`src/rtl/if_stage.sv`:
```
// Instruction-fetch stage: owns the program counter and the IF/ID pipeline register.
// Fetch is one cycle: the word addressed by the PC this cycle is latched into IF/ID at the next edge.
module if_stage #(
    parameter logic [31:0] RESET_PC = 32'h0000_0000,
    parameter logic [31:0] NOP_WORD = 32'h0000_0000
) (
    input  logic        clk,
    input  logic        rst,
    input  logic        freeze,
    input  logic        branch_taken,
    input  logic [31:0] branch_addr,
    input  logic        flush,
    output logic [31:0] imem_addr,
    input  logic [31:0] imem_data,
    output logic [31:0] pc_out,
    output logic [31:0] instruction,
    output logic        valid
);

    localparam logic [31:0] RESET_PC_ALIGNED = {RESET_PC[31:2], 2'b00};

    logic [31:0] pc_q, pc_d;
    logic [31:0] pc_plus4;
    logic [31:0] instr_q, instr_d;
    logic [31:0] pc_out_q, pc_out_d;
    logic        valid_q, valid_d;

    // Wraps modulo 2^32 by construction; no carry is kept.
    assign pc_plus4 = pc_q + 32'd4;

    // NOTE: every signal gets a default first so no path through the block leaves it unassigned (no latch).
    always_comb begin
        pc_d = pc_plus4;
        if (branch_taken) begin
            pc_d = {branch_addr[31:2], 2'b00};
        end else if (freeze) begin
            pc_d = pc_q;
        end
    end

    // A redirect or flush kills the word fetched this cycle; a freeze alone holds IF/ID.
    always_comb begin
        instr_d  = imem_data;
        pc_out_d = pc_plus4;
        valid_d  = 1'b1;
        if (flush || branch_taken) begin
            instr_d  = NOP_WORD;
            pc_out_d = 32'd0;
            valid_d  = 1'b0;
        end else if (freeze) begin
            instr_d  = instr_q;
            pc_out_d = pc_out_q;
            valid_d  = valid_q;
        end
    end

    // NOTE: sequential state uses non-blocking assignments so every flop samples pre-edge values.
    always_ff @(posedge clk) begin
        if (rst) begin
            pc_q     <= RESET_PC_ALIGNED;
            instr_q  <= NOP_WORD;
            pc_out_q <= 32'd0;
            valid_q  <= 1'b0;
        end else begin
            pc_q     <= pc_d;
            instr_q  <= instr_d;
            pc_out_q <= pc_out_d;
            valid_q  <= valid_d;
        end
    end

    assign imem_addr   = pc_q;
    assign pc_out      = pc_out_q;
    assign instruction = instr_q;
    assign valid       = valid_q;

endmodule

```
`config.mk`:
```
export PLATFORM = sky130hd
export DESIGN_NAME = if_stage
export DESIGN_NICKNAME = d
export VERILOG_FILES = /design/src/rtl/if_stage.sv
export SDC_FILE = /design/constraint.sdc
export NUM_CORES = 1
export LEC_CHECK = 0
export BUFFER_PORTS_ARGS = -buffer_cell sky130_fd_sc_hd__buf_2
export CELL_PAD_IN_SITES_DETAIL_PLACEMENT = 1
export CELL_PAD_IN_SITES_GLOBAL_PLACEMENT = 1
export CORE_AREA = 2 2 112 114
export DETAILED_ROUTE_END_ITERATION = 10
export DIE_AREA = 0 0 114 116
export PLACE_DENSITY_LB_ADDON = 0.05
export SETUP_SLACK_MARGIN = 0.3
export SLEW_MARGIN = 20
export SYNTH_ARGS = -nofsm -noshare
export SYNTH_HDL_FRONTEND = slang
export SYNTH_SLANG_ARGS = --single-unit
```
`constraint.sdc`:
```
create_clock -name clk -period 4.6 [get_ports clk]
set_clock_uncertainty 0.15 [all_clocks]
set_input_delay 0.69 -clock clk [delete_from_list [all_inputs] [get_ports clk]]
set_output_delay 0.69 -clock clk [all_outputs]
set_load 0.05 [all_outputs]
```
==> results_dict.tcl <==
set metrics [dict create \
    critPathKind "in -> reg" \
    rsz0062_at_grt "no" \
    crit_arrival_ps 2440 \
    start_kind "input port" \
    start_util_pct 37.6 \
    async_flop_share_pct 0 \
    die_area_sq_um 13200 \
    worstMarginPinSlew_ps 935 \
    clk_latency_ps 340 \
    via_per_inst 5.09 \
    cts_resized 0 \
    path_clk_slew_ps 60 \
    diodes 0 \
    synth_area_sq_um 4480 \
    syn_inst 518 \
    fin_crit_ps 2370 \
    clock_sinks 93 \
    slew_viol_final 0 \
    total_power_mw 1.84 \
    cellLeakagePower_nw 2.55 \
    fin_ws_ps 2230 \
    fin_setup_tns_ps 0 \
    cp_data_required_time_ps 4670 \
    drc_errors 0 \
    cts_tree "built" \
    critPathMaxFanout 32 \
    min_path_type "reg -> reg" \
    final_nets 718 \
    antenna_found_initial 0 \
    avgSynthCellArea_sq_um 8.64 \
    hold_buffers 0 \
    end_kind "flop" \
    maxCapViolations 0 \
    num_rows 40 \
    grt_pass1_wl_mm 20.2 \
    fmax_ghz 0.422 \
    htreeDepth 3 \
    yosys_warnings 0 \
    synth_flop_cell "dfxtp_1" \
    grt_pass1_vias 4046 \
    numCtsBuffers 9 \
    synth_edf_count 0 \
    grt_max_degree 56 \
    post_cts_buffers 0 \
    final_common_cell "buf_2" \
    hold_viol 0 \
    place_congestion 0.763 \
    status "finished clean" \
    cts-root-buf "clkbuf_16" \
    fin_crit_sh_pct 51.5 \
    filler_cell_count 1474 \
    gr-total-overflow 0 \
    vias 4072 \
    drt-total-wl_mm 12.6 \
    syn_to_final_growth_pct 23.6 \
    powerDensity_nw_per_um2 333 \
    pin_count 166 \
    setup_viol 0 \
    pre_cts_slack_ps 1800 \
    grt_usage_pct 19.4 \
    yosysUniqueCellTypes 48 \
    core_area_sq_um 11900 \
    final_cell_mix "buf_2 (159), dfxtp_1 (93), nor2_1 (66)" \
    route.detailed.wl_per_inst_um 15.8 \
    rrSetupSlack_ps 2330 \
    first_pass_iters 4 \
    die_x_um 114 \
    io_buffers 159 \
    layout-drive-gt1-share_pct 29.9 \
    die_y_um 116 \
    relSlewSlack_pct 37.7 \
    hpwl_mm 9.22 \
    peakVddDrop_uv 187 \
    yosysSeqAreaShare_pct 41.6 \
    drt_iter0_markers 174 \
    ant_nets 0 \
    cts_max_path_buffers 2 \
    fin_cells 800 \
    dp.cells 784 \
    synth.ff_latch_count 93 \
]
sequential cells by signal (all words and copies together) (netlist names):
signal / flops
instruction: 32
imem_addr: 30
pc_out: 30
valid: 1
cells in the mapped netlist (2+ instances only):
| library cell | n | area, sq um |
|---|---|---|
| inv_1 | 14 | 52.6 |
| nand3_1 | 16 | 80.1 |
| a31oi_1 | 2 | 12.5 |
| o22ai_1 | 3 | 18.8 |
| buf_4 | 8 | 60.1 |
| nand4_2 | 2 | 25.0 |
| xnor2_1 | 26 | 228 |
| o21a_1 | 15 | 113 |
| nor2_1 | 66 | 248 |
| dfxtp_1 | 93 | 1860 |
| and3_1 | 5 | 31.3 |
| o31ai_1 | 2 | 15.0 |
| nor3_2 | 5 | 50.1 |
| clkbuf_1 | 22 | 82.6 |
| and2_1 | 2 | 12.5 |
| nor4_1 | 2 | 12.5 |
| mux2i_1 | 37 | 370 |
| nand4_1 | 9 | 56.3 |
| buf_2 | 11 | 55.1 |
| o21ai_0 | 25 | 125 |
| buf_1 | 4 | 15.0 |
| and4_2 | 2 | 20.0 |
| xor2_1 | 24 | 210 |
| nor2b_1 | 6 | 37.5 |
| or3_1 | 3 | 18.8 |
| and4_1 | 5 | 43.8 |
| nand2_1 | 30 | 113 |
| nor3_1 | 16 | 80.1 |
| buf_6 | 3 | 33.8 |
| a21oi_1 | 42 | 210 |
worst paths after layout:
kind	start	to	cells after the start
max	rst	instruction[27]$_SDFFE_PP0N_	4
min	valid$_SDFFE_PP0N_	valid$_SDFFE_PP0N_	1
max reg2reg	imem_addr[9]$_SDFFE_PP0P_	imem_addr[29]$_SDFFE_PP0P_	5
min reg2reg	valid$_SDFFE_PP0N_	valid$_SDFFE_PP0N_	1
report_power, final:
| part | internal [mW] | switching [mW] |
|---|---|---|
| clock | 0.380 | 0.305 |
| combinational | 0.0908 | 0.191 |
| sequential | 0.833 | 0.0409 |
cell families (layout without fill, tap and decap cells):
logic type               Yosys count  after routing  synth area share (%)
AO/OA/AOI/OAI                     94             94                  12.1
adder cells (fa/ha/maj)            1              1                 0.280
buffers and inverters             63            195                  6.79
multiplexers                      37             37                  8.28
flip-flops                        93             93                  41.6
XOR/XNOR                          50             50                  9.78
AND/OR/NAND/NOR                  179            179                  21.1
other                              1              4                0.0838
per-layer routing:
metal  up-vias  part of all wire, %  global-route usage (%)
li1       2012                    -                       -
met1      1943                   41                    22.7
met2       108                   51                    34.3
met3         9                  6.8                    5.54
met4         0                  1.1                    6.10
met5         -                    0                       0
metrics by stage:
| step | hold WS (ps) | util [%] | cell area (sq um) |
|---|---|---|---|
| detailed placement | 299 | 44.2 | 5260 |
| finish | 310 | 46.4 | 5530 |
| global route | 336 | 46.4 | 5530 |
| CTS | 314 | 46.4 | 5530 |
| floorplan | 536 | - | 4490 |
| global placement | 291 | 44.2 | 5260 |
worst max-delay path, stage by stage:
cell and delay, ps:
buf_2 510, or3_1 820, buf_4 330, nor2_1 70
area by class of cell:
| class | count | area, sq um | share of cell area, % |
|---|---|---|---|
| clock buffer | 12 | 246 | 4.46 |
| clock inverter | 4 | 23.8 | 0.430 |
| inverter | 14 | 52.6 | 0.950 |
| multi-input combinational | 365 | 2320 | 42.0 |
| sequential | 93 | 1860 | 33.7 |
| tap | 147 | 184 | 3.33 |
| timing repair buffer | 165 | 841 | 15.2 |
Power figures use the tool's default switching activity.
